**config.mk**
```make
export PLATFORM = sky130hd
export DESIGN_NAME = sd_cmd_responder
export DESIGN_NICKNAME = d
export VERILOG_FILES = /design/src/rtl/sd_cmd_responder.sv
export SDC_FILE = /design/constraint.sdc
export NUM_CORES = 1
export LEC_CHECK = 0
export BUFFER_PORTS_ARGS = -buffer_cell sky130_fd_sc_hd__buf_2
export CORE_ASPECT_RATIO = 1.75
export CORE_UTILIZATION = 60
export DETAILED_ROUTE_END_ITERATION = 10
export GPL_ROUTABILITY_DRIVEN = 0
export HOLD_SLACK_MARGIN = 0.05
export PLACE_DENSITY = 0.88
export SYNTH_ARGS = -nofsm -noshare
export SYNTH_HDL_FRONTEND = slang
export SYNTH_SLANG_ARGS = --single-unit
export TNS_END_PERCENT = 20
```
**constraint.sdc**
```tcl
create_clock -name clk_i -period 7.9 [get_ports clk_i]
set_input_delay 0.395 -clock clk_i [delete_from_list [all_inputs] [get_ports clk_i]]
set_output_delay 0.395 -clock clk_i [all_outputs]
set_load 0.005 [all_outputs]
```
**src/rtl/sd_cmd_responder.sv**
```systemverilog
// sd_cmd_responder: card-side SD CMD line engine.
// Receives 48-bit host command frames on cmd_i (one bit per sd_clk_en_i
// strobe), checks transmission bit, CRC7 and end bit, reports the command,
// then optionally answers with a 48-bit response frame after NcrCycles.
// Ports:
//   clk_i, rst_ni        system clock, async active-low reset
//   sd_clk_en_i          one-cycle strobe per SD bit period
//   cmd_i                CMD line as seen by the card
//   cmd_o, cmd_en_o      card drive value / output enable
//   cmd_valid_o, cmd_index_o, cmd_arg_o, cmd_err_o   received-command report
//   rsp_valid_i/rsp_ready_o, rsp_none_i, rsp_index_i, rsp_arg_i,
//   rsp_corrupt_i        response request handshake
//   timeout_o            pulse when a command is dropped unanswered
module sd_cmd_responder #(
    parameter int NcrCycles     = 2,
    parameter int MaxWaitCycles = 64
) (
    input  logic        clk_i,
    input  logic        rst_ni,
    input  logic        sd_clk_en_i,
    input  logic        cmd_i,
    output logic        cmd_o,
    output logic        cmd_en_o,
    output logic        cmd_valid_o,
    output logic [5:0]  cmd_index_o,
    output logic [31:0] cmd_arg_o,
    output logic        cmd_err_o,
    input  logic        rsp_valid_i,
    output logic        rsp_ready_o,
    input  logic        rsp_none_i,
    input  logic [5:0]  rsp_index_i,
    input  logic [31:0] rsp_arg_i,
    input  logic        rsp_corrupt_i,
    output logic        timeout_o
);
    // Counter is shared by RX bit count (to 46), WAIT strobes and TX bits (47).
    localparam int WaitW = $clog2(MaxWaitCycles + 1);
    localparam int CntW  = (WaitW > 6) ? WaitW : 6;
    localparam logic [CntW-1:0] CntMax = {CntW{1'b1}};
    localparam logic [CntW-1:0] NcrCnt = CntW'(NcrCycles);
    localparam logic [CntW-1:0] MaxCnt = CntW'(MaxWaitCycles);

    typedef enum logic [1:0] {IDLE, RX, WAIT, TX} state_e;

    function automatic logic [6:0] crc7_step(input logic [6:0] crc, input logic b);
        logic fb;
        fb = b ^ crc[6];
        return {crc[5:0], 1'b0} ^ {3'b000, fb, 2'b00, fb};
    endfunction

    function automatic logic [6:0] crc7_40(input logic [39:0] d);
        logic [6:0] c;
        c = '0;
        for (int i = 39; i >= 0; i--) c = crc7_step(c, d[i]);
        return c;
    endfunction

    state_e          state_q, state_d;
    logic [CntW-1:0] cnt_q, cnt_d, cnt_inc;
    logic [47:0]     sr_q, sr_d;
    logic [6:0]      crc_q, crc_d;
    logic            err_q, err_d;
    logic            cmd_q, cmd_d, en_q, en_d;
    logic            vld_q, vld_d, cerr_q, cerr_d, to_q, to_d;
    logic [5:0]      idx_q, idx_d;
    logic [31:0]     arg_q, arg_d;
    logic            lat_q, lat_d, rnone_q, rnone_d, rcor_q, rcor_d;
    logic [5:0]      ridx_q, ridx_d;
    logic [31:0]     rarg_q, rarg_d;
    logic            hs;
    logic [39:0]     rsp_body;
    logic [47:0]     rsp_frame;

    assign rsp_ready_o = (state_q == WAIT) && !lat_q;
    assign hs          = rsp_valid_i && rsp_ready_o;
    assign rsp_body    = {2'b00, ridx_q, rarg_q};
    assign rsp_frame   = {rsp_body, crc7_40(rsp_body) ^ {7{rcor_q}}, 1'b1};

    assign cmd_en_o    = en_q;
    assign cmd_o       = en_q ? cmd_q : 1'b1;
    assign cmd_valid_o = vld_q;
    assign cmd_err_o   = cerr_q;
    assign cmd_index_o = idx_q;
    assign cmd_arg_o   = arg_q;
    assign timeout_o   = to_q;

    always_comb begin
        state_d = state_q;
        cnt_d   = cnt_q;
        sr_d    = sr_q;
        crc_d   = crc_q;
        err_d   = err_q;
        cmd_d   = cmd_q;
        en_d    = en_q;
        vld_d   = 1'b0;
        cerr_d  = cerr_q;
        to_d    = 1'b0;
        idx_d   = idx_q;
        arg_d   = arg_q;
        lat_d   = lat_q;
        rnone_d = rnone_q;
        rcor_d  = rcor_q;
        ridx_d  = ridx_q;
        rarg_d  = rarg_q;
        cnt_inc = (cnt_q == CntMax) ? cnt_q : cnt_q + 1'b1;

        if (hs) begin
            lat_d   = 1'b1;
            rnone_d = rsp_none_i;
            rcor_d  = rsp_corrupt_i;
            ridx_d  = rsp_index_i;
            rarg_d  = rsp_arg_i;
        end

        if (sd_clk_en_i) begin
            unique case (state_q)
                IDLE: if (!cmd_i) begin
                    // Start bit is 0, so it leaves a zero CRC unchanged.
                    state_d = RX;
                    cnt_d   = '0;
                    crc_d   = '0;
                    err_d   = 1'b0;
                end
                RX: begin
                    cnt_d = cnt_q + 1'b1;
                    if (cnt_q <= CntW'(38)) begin
                        // transmission bit, index, arg
                        if (cnt_q == '0) err_d = err_q | !cmd_i;
                        crc_d = crc7_step(crc_q, cmd_i);
                        sr_d  = {sr_q[46:0], cmd_i};
                    end else if (cnt_q <= CntW'(45)) begin
                        // compare received CRC against running CRC, MSB first
                        err_d = err_q | (cmd_i != crc_q[6]);
                        crc_d = {crc_q[5:0], 1'b0};
                    end else begin
                        vld_d   = 1'b1;
                        cerr_d  = err_q | !cmd_i;
                        idx_d   = sr_q[37:32];
                        arg_d   = sr_q[31:0];
                        cnt_d   = '0;
                        lat_d   = 1'b0;
                        state_d = (err_q | !cmd_i) ? IDLE : WAIT;
                    end
                end
                WAIT: begin
                    // cnt_inc = strobes since the end bit, including this one
                    cnt_d = cnt_inc;
                    if (lat_q && rnone_q) begin
                        lat_d   = 1'b0;
                        state_d = IDLE;
                    end else if (lat_q && cnt_inc >= NcrCnt) begin
                        lat_d   = 1'b0;
                        state_d = TX;
                        en_d    = 1'b1;
                        cmd_d   = rsp_frame[47];
                        sr_d    = {rsp_frame[46:0], 1'b0};
                        cnt_d   = CntW'(47);
                    end else if (!lat_q && !hs && cnt_inc >= MaxCnt) begin
                        to_d    = 1'b1;
                        state_d = IDLE;
                    end
                end
                TX: begin
                    if (cnt_q != '0) begin
                        cmd_d = sr_q[47];
                        sr_d  = {sr_q[46:0], 1'b0};
                        cnt_d = cnt_q - 1'b1;
                    end else begin
                        en_d    = 1'b0;
                        cmd_d   = 1'b1;
                        state_d = IDLE;
                    end
                end
            endcase
        end
    end

    always_ff @(posedge clk_i or negedge rst_ni) begin
        if (!rst_ni) begin
            state_q <= IDLE;
            cnt_q   <= '0;
            sr_q    <= '0;
            crc_q   <= '0;
            err_q   <= 1'b0;
            cmd_q   <= 1'b1;
            en_q    <= 1'b0;
            vld_q   <= 1'b0;
            cerr_q  <= 1'b0;
            to_q    <= 1'b0;
            idx_q   <= '0;
            arg_q   <= '0;
            lat_q   <= 1'b0;
            rnone_q <= 1'b0;
            rcor_q  <= 1'b0;
            ridx_q  <= '0;
            rarg_q  <= '0;
        end else begin
            state_q <= state_d;
            cnt_q   <= cnt_d;
            sr_q    <= sr_d;
            crc_q   <= crc_d;
            err_q   <= err_d;
            cmd_q   <= cmd_d;
            en_q    <= en_d;
            vld_q   <= vld_d;
            cerr_q  <= cerr_d;
            to_q    <= to_d;
            idx_q   <= idx_d;
            arg_q   <= arg_d;
            lat_q   <= lat_d;
            rnone_q <= rnone_d;
            rcor_q  <= rcor_d;
            ridx_q  <= ridx_d;
            rarg_q  <= rarg_d;
        end
    end
endmodule

```
==> impl_metrics.json <==
{
  "hold_viol_final": 0,
  "cts_resized": 0,
  "startpoint": "cnt_q[0]",
  "synth_edf_count": 0,
  "worstPathMaxFanout": 84,
  "final_common_cell": "dfrtp_1",
  "final_nets": 773,
  "dieArea_sq_um": 12900,
  "final.setup_skew_ns": 0.0104,
  "dp.cells": 863,
  "synth_seq_cells": 149,
  "clk_latency_ns": 0.42,
  "crit_end": "sr_q[24]",
  "antennaDiodeCount": 0,
  "crit_family": "compound AO/OA/AOI/OAI gates",
  "cp-end-kind": "flip-flop",
  "r2r_start": "cnt_q[0]",
  "yosys.area_share.simple_pct": 7.66,
  "syn_avg_cell_area_sq_um": 11.7,
  "cts_buffers": 17,
  "worstPathArrival_ns": 3.96,
  "cts_max_level": 4,
  "r2r_end": "sr_q[24]",
  "fin_crit_sh_pct": 47.3,
  "core_area_sq_um": 12100,
  "seq_area_frac_synth_pct": 49.8,
  "slew_viol_final": 0,
  "synth_flop_cell": "dfrtp_1",
  "grt_pass1_wl_microns": 30400,
  "cp_num_buf_inv": 1,
  "fin_tns_setup_ns": 0,
  "synth_top_area_share_pct": 49.5,
  "pre_cts_slack_ns": 4.36,
  "grt_max_degree": 85,
  "synth_xor_area_share_pct": 12.8,
  "netlist_instances": 642,
  "fin_ws_ns": 4.16,
  "viasPerCell": 6.28,
  "async_flop_share_pct": 100,
  "antenna_found_initial": 0,
  "cpMostUsedCell": "o21ai_0",
  "grt_overflow_total": 0,
  "cts.sinks": 149,
  "crit_type": "flip-flop to flip-flop",
  "rows": 53,
  "slowest_stage": "a21o_2",
  "tritoncts": "built",
  "fmax_mhz": 267,
  "syn_to_final_growth_pct": 14.8,
  "final_layout_size_suffix_gt1_share_pct": 30.2,
  "min_period_ns": 3.74,
  "fin_cells": 896,
  "holdBufCountCts": 1,
  "startpoint_type": "flip-flop",
  "synth_area_leaders": "dfrtp_1, mux2_2, a22oi_1",
  "clkSlewWorstSetupHoldPaths_ns": 0.07,
  "reg2regPathDepth": 7,
  "synth_fa_ha_area_share_pct": 1.67,
  "mostFrequentLayoutCells": "dfrtp_1, buf_2, mux2_2",
  "slew_headroom_pct": 13.1,
  "grt_pass1_vias": 5871,
  "drt_wl_total_microns": 19000,
  "muxShareOfSynthArea_pct": 12.3,
  "dp_hpwl_microns": 12400,
  "rsz0062_at_grt": "false",
  "track_usage_pct": 31.4,
  "ios": 89,
  "yosys_warnings": 0,
  "clockBufferDepth": 2,
  "hold_path_class": "input port to flip-flop",
  "vias": 5628,
  "yosysTopAreaCell": "dfrtp_1",
  "post_cts_buffers": 0,
  "start_util_pct": 62.0,
  "io_buffers": 88,
  "dr.pass1.iters": 5,
  "syn_area_sq_um": 7480,
  "status": "finished clean",
  "min_from": "rsp_valid_i",
  "worstPathCellList": "inv_1 -> ha_1 -> o21ai_0 -> a21oi_1 -> o2111ai_1 -> a21o_2 -> o21ai_0",
  "ff2ff_setup_slack_ns": 4.16,
  "drt_drc_violations_left": 0,
  "die_width_microns": 86.4,
  "synth_top_family_by_area": "compound AO/OA/AOI/OAI gates",
  "synth_compound_area_share_pct": 13.4,
  "wl_per_cell_microns": 21.2,
  "cts-root-buf": "clkbuf_16",
  "cp.required_ns": 8.12,
  "drtAntennaViolNets": 0,
  "cp_num_cells": 7,
  "synth_cell_types": 61,
  "crit_path_max_incr_delay_ns": 1.05,
  "syn-num-nets": 697,
  "maxCapViolations": 0,
  "die_y_microns": 150,
  "holdWs_ns": 0.204,
  "drt-initial-drc-count": 484,
  "finalSetupViolations": 0,
  "tightest_slew_ns": 1.30
}
flip-flops by register name (all words and copies together) (netlist names), 2 cells and up:
| register | count |
|---|---|
| rarg_q | 32 |
| crc_q | 7 |
| sr_q | 48 |
| ridx_q | 6 |
| cmd_arg_o | 32 |
| cnt_q | 7 |
| state_q | 2 |
| cmd_index_o | 6 |
routing by layer:
layer,up-vias,global-route usage [%],routed length (microns)
met5,-,0,0
met2,292,55.0,10400
met1,2775,33.7,6360
li1,2448,-,-
met4,0,21.9,1340
met3,113,5.68,933
layout make-up:
class	count	area, sq um
clock buffer	17	425
clock inverter	15	119
fill	834	3480
inverter	11	41.3
multi-input combinational	447	3590
sequential	149	3730
tap	165	206
timing repair buffer	92	479
worst min-delay path by stage:
stage | slack [ns] | endpoint | cells past startpoint
after floorplan | 0.1 | cmd_arg_o[0] | 0
after global placement | 0.46 | cmd_arg_o[27] | 1
after detailed placement | 0.47 | cmd_err_o | 1
after CTS | 0.19 | timeout_o | 2
after global routing | 0.20 | rarg_q[16] | 2
final | 0.20 | timeout_o | 2
kinds of logic (layout without fill, tap and decap cells):
logic type	Yosys count	count (layout)
AO/OA/AOI/OAI	156	156
adder cells (fa/ha/maj)	10	10
AND/OR/NAND/NOR	128	128
multiplexers	82	82
XOR/XNOR	71	71
flip-flops	149	149
buffers and inverters	46	135
per-stage QoR:
stage | util, % | cell area, sq um
finish | 71.2 | 8590
global route | 71.2 | 8590
CTS | 71.2 | 8590
detailed placement | 66.6 | 8040
global placement | 66.6 | 8040
floorplan | - | 7480
cell usage after synthesis (3+ instances only):
cell type,number
inv_1,10
a211oi_1,4
a31oi_1,3
nor2_1,21
nand2_1,67
dfrtp_1,148
nand3_1,11
a22oi_1,40
a22o_1,5
mux2i_1,3
xnor3_1,9
a21oi_1,18
nor2b_1,4
xor2_1,16
xnor3_4,3
mux2_2,79
clkbuf_1,26
xor3_2,3
ha_1,10
o21ai_1,3
nor3_1,6
xor3_1,4
buf_1,7
xnor2_1,32
o21ai_0,59
Power is not shown: default switching activity piles up to over one toggle a cycle in this logic, so the estimate is an artifact.
